## config.mk

```make
export PLATFORM = sky130hd
export DESIGN_NAME = fifo_sync_lvl
export DESIGN_NICKNAME = d
export VERILOG_FILES = /design/src/rtl/fifo_sync_lvl.sv
export SDC_FILE = /design/constraint.sdc
export NUM_CORES = 1
export LEC_CHECK = 0
export CAP_MARGIN = 20
export CORE_ASPECT_RATIO = 0.6
export CORE_MARGIN = 2
export CORE_UTILIZATION = 62
export DETAILED_ROUTE_END_ITERATION = 10
export GPL_TIMING_DRIVEN = 0
export PLACE_DENSITY = 0.82
export SKIP_LAST_GASP = 1
export SYNTH_ARGS = -nofsm -noshare
export SYNTH_HDL_FRONTEND = slang
export SYNTH_SLANG_ARGS = --single-unit
```

## constraint.sdc

```tcl
create_clock -name clk -period 5.4 [get_ports clk]
set_input_delay 0.54 -clock clk [delete_from_list [all_inputs] [get_ports clk]]
set_output_delay 0.54 -clock clk [all_outputs]
set_load 0.02 [all_outputs]
```

## src/rtl/fifo_sync_lvl.sv

```systemverilog
// fifo_sync_lvl: single-clock FIFO with arbitrary depth, exact fill level,
// programmable almost-full/almost-empty flags, a registered read port with
// a valid strobe, and a synchronous flush.
// Optional sticky overflow/underflow error flags are enabled by defining
// the macro FIFO_SYNC_LVL_ERR_EN.
module fifo_sync_lvl #(
    parameter int DATA_WIDTH = 8,
    parameter int DEPTH      = 8,
    parameter int AFULL_TH   = DEPTH - 1,
    parameter int AEMPTY_TH  = 1
) (
    input  logic                         clk,
    input  logic                         rst_n,
    input  logic                         flush_i,
    input  logic                         wr_en_i,
    input  logic [DATA_WIDTH-1:0]        wr_data_i,
    output logic                         wr_full_o,
    output logic                         wr_almost_full_o,
    input  logic                         rd_en_i,
    output logic [DATA_WIDTH-1:0]        rd_data_o,
    output logic                         rd_valid_o,
    output logic                         rd_empty_o,
    output logic                         rd_almost_empty_o,
`ifdef FIFO_SYNC_LVL_ERR_EN
    output logic                         err_ovf_o,
    output logic                         err_unf_o,
`endif
    output logic [$clog2(DEPTH+1)-1:0]   level_o
);

    localparam int PTR_WIDTH = $clog2(DEPTH);
    localparam int CNT_WIDTH = $clog2(DEPTH + 1);

    localparam logic [PTR_WIDTH-1:0] PTR_LAST  = PTR_WIDTH'(DEPTH - 1);
    localparam logic [CNT_WIDTH-1:0] CNT_FULL  = CNT_WIDTH'(DEPTH);
    localparam logic [CNT_WIDTH-1:0] CNT_AFULL = CNT_WIDTH'(AFULL_TH);
    localparam logic [CNT_WIDTH-1:0] CNT_AEMPT = CNT_WIDTH'(AEMPTY_TH);
    localparam logic [CNT_WIDTH-1:0] CNT_ONE   = CNT_WIDTH'(1);
    localparam logic [PTR_WIDTH-1:0] PTR_ONE   = PTR_WIDTH'(1);

    // Reject illegal configurations at elaboration time
    if (DEPTH < 2) begin : g_errDepth
        $error("fifo_sync_lvl: DEPTH must be at least 2");
    end
    if ((AFULL_TH < 1) || (AFULL_TH > DEPTH)) begin : g_errAfull
        $error("fifo_sync_lvl: AFULL_TH must lie in 1..DEPTH");
    end
    if ((AEMPTY_TH < 0) || (AEMPTY_TH > DEPTH - 1)) begin : g_errAempty
        $error("fifo_sync_lvl: AEMPTY_TH must lie in 0..DEPTH-1");
    end

    logic [DATA_WIDTH-1:0] mem_q [DEPTH];

    logic [PTR_WIDTH-1:0]  wrPtr_q,  wrPtr_d;
    logic [PTR_WIDTH-1:0]  rdPtr_q,  rdPtr_d;
    logic [CNT_WIDTH-1:0]  level_q,  level_d;
    logic [DATA_WIDTH-1:0] rdData_q, rdData_d;
    logic                  rdValid_q, rdValid_d;

    logic isFull;
    logic isEmpty;
    logic wrAcc;
    logic rdAcc;

    // Status decodes come straight from the registered level
    assign isFull  = (level_q == CNT_FULL);
    assign isEmpty = (level_q == '0);

    // Flush blocks both ports; full/empty gate each port independently
    assign wrAcc = wr_en_i && !isFull  && !flush_i;
    assign rdAcc = rd_en_i && !isEmpty && !flush_i;

    // Next-state for pointers, level and the registered read port
    always_comb begin
        wrPtr_d   = wrPtr_q;
        rdPtr_d   = rdPtr_q;
        level_d   = level_q;
        rdData_d  = rdData_q;
        rdValid_d = 1'b0;

        if (flush_i) begin
            wrPtr_d = '0;
            rdPtr_d = '0;
            level_d = '0;
        end else begin
            if (wrAcc) begin
                wrPtr_d = (wrPtr_q == PTR_LAST) ? '0 : wrPtr_q + PTR_ONE;
            end
            if (rdAcc) begin
                rdPtr_d   = (rdPtr_q == PTR_LAST) ? '0 : rdPtr_q + PTR_ONE;
                rdData_d  = mem_q[rdPtr_q];
                rdValid_d = 1'b1;
            end
            case ({wrAcc, rdAcc})
                2'b10:   level_d = level_q + CNT_ONE;
                2'b01:   level_d = level_q - CNT_ONE;
                default: level_d = level_q;
            endcase
        end
    end

    // State registers with asynchronous active-low reset
    always_ff @(posedge clk or negedge rst_n) begin
        if (!rst_n) begin
            wrPtr_q   <= '0;
            rdPtr_q   <= '0;
            level_q   <= '0;
            rdData_q  <= '0;
            rdValid_q <= 1'b0;
        end else begin
            wrPtr_q   <= wrPtr_d;
            rdPtr_q   <= rdPtr_d;
            level_q   <= level_d;
            rdData_q  <= rdData_d;
            rdValid_q <= rdValid_d;
        end
    end

    // Storage array is never reset or cleared, only overwritten
    always_ff @(posedge clk) begin
        if (wrAcc) begin
            mem_q[wrPtr_q] <= wr_data_i;
        end
    end

`ifdef FIFO_SYNC_LVL_ERR_EN
    logic errOvf_q, errOvf_d;
    logic errUnf_q, errUnf_d;

    // Sticky error flags; a write racing a read on a full FIFO is not overflow
    always_comb begin
        errOvf_d = errOvf_q;
        errUnf_d = errUnf_q;
        if (flush_i) begin
            errOvf_d = 1'b0;
            errUnf_d = 1'b0;
        end else begin
            if (wr_en_i && isFull && !rdAcc) begin
                errOvf_d = 1'b1;
            end
            if (rd_en_i && isEmpty) begin
                errUnf_d = 1'b1;
            end
        end
    end

    // Error flag registers
    always_ff @(posedge clk or negedge rst_n) begin
        if (!rst_n) begin
            errOvf_q <= 1'b0;
            errUnf_q <= 1'b0;
        end else begin
            errOvf_q <= errOvf_d;
            errUnf_q <= errUnf_d;
        end
    end

    assign err_ovf_o = errOvf_q;
    assign err_unf_o = errUnf_q;
`endif

    assign wr_full_o         = isFull;
    assign wr_almost_full_o  = (level_q >= CNT_AFULL);
    assign rd_empty_o        = isEmpty;
    assign rd_almost_empty_o = (level_q <= CNT_AEMPT);
    assign rd_data_o         = rdData_q;
    assign rd_valid_o        = rdValid_q;
    assign level_o           = level_q;

endmodule

```

Word-level counts from Yosys, hierarchy flattened
Memories as Yosys holds them, arrays and structs flattened. A register that Yosys moved wholly into a read port is not among the register bits.
Cells that the tools add are included.
- output and inout bits: 17
- memory bits (writable): 64
- logic and storage cells: 42
- input port bits: 13
- register bits: 11
- memories: 1
- $lt $le $gt $ge: 2
- equality and inequality tests: 5
- $add $sub $neg: 4
- bitwise gates (word level): 1
- mux-type cells: 12
- reduce and logical (&&, ||, !) cells: 13
- memories (name ; words ; width ; read ports ; clocked after memory_dff ; write ports ; RTL line ; RTL):
    mem_q ; 8 ; 8 ; 1 ; 1 ; 1 ; 52 ; logic [DATA_WIDTH-1:0] mem_q [DEPTH];
- operator list (operator ; number):
    $mux W3 ; 6
    $pmux W4 S2 ; 1
    $add A3 B1 Y3 const B ; 2
    $eq A3 B3 Y1 const B ; 2
    $add A4 B1 Y4 const B ; 1
    $eq A4 B4 Y1 const B ; 1
    $ge A4 B3 Y1 const B ; 1
    $le A4 B1 Y1 const B ; 1
    $logic_and A1 B1 Y1 ; 4
    $logic_not A1 Y1 ; 4
    $logic_not A4 Y1 ; 1
    $mux W1 ; 4
    $mux W4 ; 1
    $reduce_bool A2 Y1 ; 2
    $sub A4 B1 Y4 const B ; 1
    $reduce_bool A3 Y1 ; 1
    $eq A2 B1 Y1 const B ; 1
    $eq A2 B2 Y1 const B ; 1
    $reduce_and A2 Y1 ; 1
    $not A1 Y1 ; 1

Depth between registers and ports, before layout
- word-level depth: 7
- mapped depth: 7
- gate-level depth less buffers: 6

Worst setup path after synthesis
Ideal clock, no wire load.
- kind: flip-flop to flip-flop
- start: register level_q[0], in the netlist level_o[0]
- end: memory mem_q[0][0], enable pin
- setup time: 0.383 ns
- clock period less this slack: 2.618 ns
- stages on the path, launching flop included: 7
- path buffers: 0
- path slack: 2.782 ns
- data required time: 5.017 ns
- data arrival time: 2.234 ns
- cell sequence: dfrtp_1 inv_1 ha_1 nand3b_4 inv_1 or4_1 nor3_1
- word-level cells in the longest chain between the ends: 6
- ends and longest elaborated chain (item ; RTL line ; RTL):
    start: declaration ; 56 ; logic [CNT_WIDTH-1:0] level_q, level_d;
    start signal: assignment ; 113 ; level_q <= level_d;
    $eq A4 B4 Y1 ; 66 ; assign isFull = (level_q == CNT_FULL);
    via wr_full_o ; 17 ; output logic wr_full_o,
    $logic_not A1 Y1 ; 70 ; assign wrAcc = wr_en_i && !isFull && !flush_i;
    $logic_and A1 B1 Y1 (2 in a row) ; 70 ;
    $mux W1 ; 121 ; if (wrAcc) begin
    $mux W1 (implied by the code) ; 122 ; mem_q[wrPtr_q] <= wr_data_i;
    end: declaration ; 52 ;
The timed path passes the listed nets, and every way through them passes these cells.

Final worst setup path
- start: register level_q[1], in the netlist level_o[1]
- end: output port rd_empty_o
- word-level cells in the longest chain between the ends: 1
- ends and longest elaborated chain (item ; RTL line ; RTL):
    $logic_not A4 Y1 ; 67 ; assign isEmpty = (level_q == '0);
    end: declaration ; 22 ; output logic rd_empty_o,
No other way between the ends.

==> flow_summary.yaml <==
global_routing:
  grt_pass1_vias: 2221
  gr-total-overflow: 0
  grt_max_degree: 20
  gr-usage-all-layers: 0.2592
  antenna_found_initial: 0
  grt_pass1_wl_um: 11940
floorplan:
  die_area_um2: 6439
  fp.coreArea_um2: 5570
  die_h_um: 62.96
  ios: 30
  rows: 21
  start_util: 0.6449
  die_w_um: 102.3
clock_network:
  insertion_delay_ps: 340
  numCtsBuffers: 9
  postCtsResizedCells: 0
  cts.sinks: 83
  clk_path_buf_depth: 2
  clk_pin_slew_ps: 80
  htreeDepth: 3
  post_cts_buffers: 0
  ctsHoldBuffers: 0
  cts-root-buf: "clkbuf_8"
  cts_tree: "done"
route:
  wl_met1_um: 3260
  wl_per_cell_um: 19.03
  num_vias: 2200
  met3_wirelength_um: 722
  maxUsedRoutingLayer: "met4"
  totalWireLength_um: 7309
  drt_iter0_markers: 185
  drc: 0
  ant_nets: 0
  wl_met2_um: 3251
  viasPerCell: 5.729
  drtPass1Iterations: 6
logic_synthesis:
  seq_area_frac_synth: 0.6674
  ys_ff_latch: 83
  synth_area_um2: 3592
  ys.flop_type: "edfxtp_1"
  synth-edff-count: 64
  synth-async-reset-ratio: 0.2289
  ys_warn_count: 0
  syn_avg_cell_area_um2: 14.03
  synth_nets: 277
  synthCells: 256
  synth_cell_types: 41
job:
  max_cap_violations: 0
placed_design:
  post-place-cells: 367
  hpwl_um: 5093
  post-place-ws_ps: 2433
  io_buffers: 29
  gp_congestion: 0.8572
setup_path:
  worst_ep_required_time_ps: 4860
  regToRegStartpoint: "level_o[0]$_DFFE_PN0P_"
  rr_worst_depth: 6
  cp-end-kind: "primary output"
  cp_max_fo: 10
  worstPathArrival_ps: 2710
  cp-start-kind: "register"
  r2r-end: "mem_q[6][3]$_DFFE_PP_"
  crit_type: "reg2out"
  rrSetupSlack_ps: 2690
layout:
  layout_commonest_cell: "edfxtp_1"
  finalNonFillerCells: 384
  drive_above_1_share: 0.1053
  antenna_cells: 0
  fillers: 379
  nets: 320
  mostFrequentLayoutCells: "edfxtp_1 (64), mux2i_1 (34), clkdlybuf4s50_1 (29), nand2_1 (19), dfrtp_1 (19)"
  area_growth_pct: 16.61
power_and_ir_drop:
  p_clk_frac: 0.214
  finalPower_mw: 1.767
  power_density_nw_per_um2: 421.9
  p_sw_frac: 0.3334
  leakage_nw: 1.510
  switching_power_mw: 0.5892
  p_comb_frac: 0.345
  p_int_mw: 1.178
  peakVddDrop_v: 0.0002509
  seq_power_share: 0.441
sta:
  finalSetupTns_ps: 0
  finalClockSkew_ps: 8.856
  fin_crit_sh: 0.6024
  period_needed_ps: 3253
  holdWs_ps: 470.7
  max_slew_margin: 0.3497
  slew_violations: 0
  finalHoldViolCount: 0
  rsz0062_at_grt: "false"
  fin_ws_ps: 2147
  worstMarginPinSlew_ps: 971.8
  fmax_ghz: 0.3074
  finalSetupViolations: 0
min_path:
  worstHoldPathType: "in2async"
outcome:
  status: "completed"
-- registers in the layout, summed over array words and instances (netlist names) --
name	flops
mem_q	64
level_o	4
rdPtr_q	3
rd_data_o	8
rd_valid_o	1
wrPtr_q	3
-- cells by family after synthesis --
| family | after synthesis | share of synthesized area |
|---|---|---|
| multiplexers | 36 | 0.1010 |
| adder cells (fa/ha/maj) | 8 | 0.02787 |
| AO/OA/AOI/OAI | 41 | 0.07559 |
| flip-flops | 83 | 0.6674 |
| buffers and inverters | 21 | 0.02717 |
| AND/OR/NAND/NOR | 65 | 0.09614 |
| XOR/XNOR | 2 | 0.004877 |
-- layout make-up --
| type | instances | area [µm²] | area share |
|---|---|---|---|
| Clock buffer | 10 | 127.6 | 0.03047 |
| Inverter | 7 | 26.28 | 0.006272 |
| Sequential cell | 83 | 2397 | 0.5723 |
| Multi-Input combinational cell | 152 | 1097 | 0.2619 |
| Clock inverter | 6 | 41.29 | 0.009857 |
| Buffer | 14 | 71.32 | 0.01703 |
| Timing Repair Buffer | 32 | 327.8 | 0.07826 |
| Tap cell | 80 | 100.1 | 0.02389 |
-- synthesized netlist by cell type (2+ instances only) --
cell type,n,share of area
edfxtp_1,64,0.54
mux2i_1,34,0.095
dfrtp_1,19,0.13
nand2_1,19,0.020
a22oi_1,16,0.033
nor2_1,12,0.013
o21ai_0,10,0.014
ha_1,8,0.028
nand3_1,8,0.011
a21oi_1,6,0.0084
buf_2,6,0.0084
inv_1,6,0.0063
nand2b_1,4,0.0070
nor3_1,4,0.0056
buf_1,3,0.0031
clkbuf_1,3,0.0031
nor2b_1,3,0.0052
or3_1,3,0.0052
a211oi_1,2,0.0042
a31oi_1,2,0.0035
and2_1,2,0.0035
mux2_2,2,0.0063
xnor2_1,2,0.0049
-- power groups by stage --
stage | logic (mW) | registers [mW] | clock network [mW]
after floorplan | 0.333 | 0.836 | 0
after global placement | 0.589 | 0.791 | 0
after detailed placement | 0.602 | 0.793 | 0
after CTS | 0.604 | 0.779 | 0.380
after global routing | 0.657 | 0.787 | 0.413
final | 0.609 | 0.780 | 0.379
-- routing by layer --
metal,GRT usage,vias to the layer above
met3,0.06376,8
met4,0.06833,0
met5,0,-
met1,0.3974,1059
met2,0.3758,90
li1,-,1043
-- critical path, stage by stage, from the launching register on --
cell             delay (ps)
dfrtp_1                 450
inv_1                   190
ha_1                    280
nor3b_2                 310
clkbuf_1                450
clkdlybuf4s50_1         700
-- metrics by stage --
step | util | cell area (µm²)
floorplan | - | 3592
global placement | 0.7150 | 3983
detailed placement | 0.7168 | 3993
CTS | 0.7471 | 4161
global route | 0.7520 | 4189
finish | 0.7520 | 4189
-- worst max-delay path by stage --
| stage | start | end | slack, ps | depth (start not counted) |
|---|---|---|---|---|
| after global routing | level_o[1]$_DFFE_PN0P_ | rd_empty_o | 1970 | 5 |
| after CTS | level_o[1]$_DFFE_PN0P_ | rd_empty_o | 2160 | 5 |
| after detailed placement | wr_en_i | mem_q[6][5]$_DFFE_PP_ | 2430 | 4 |
| final | level_o[1]$_DFFE_PN0P_ | rd_empty_o | 2150 | 5 |
| after floorplan | level_o[0]$_DFFE_PN0P_ | mem_q[0][0]$_DFFE_PP_ | 2780 | 6 |
| after global placement | wr_en_i | mem_q[0][2]$_DFFE_PP_ | 2160 | 4 |
(Power assumes the default switching activity.)
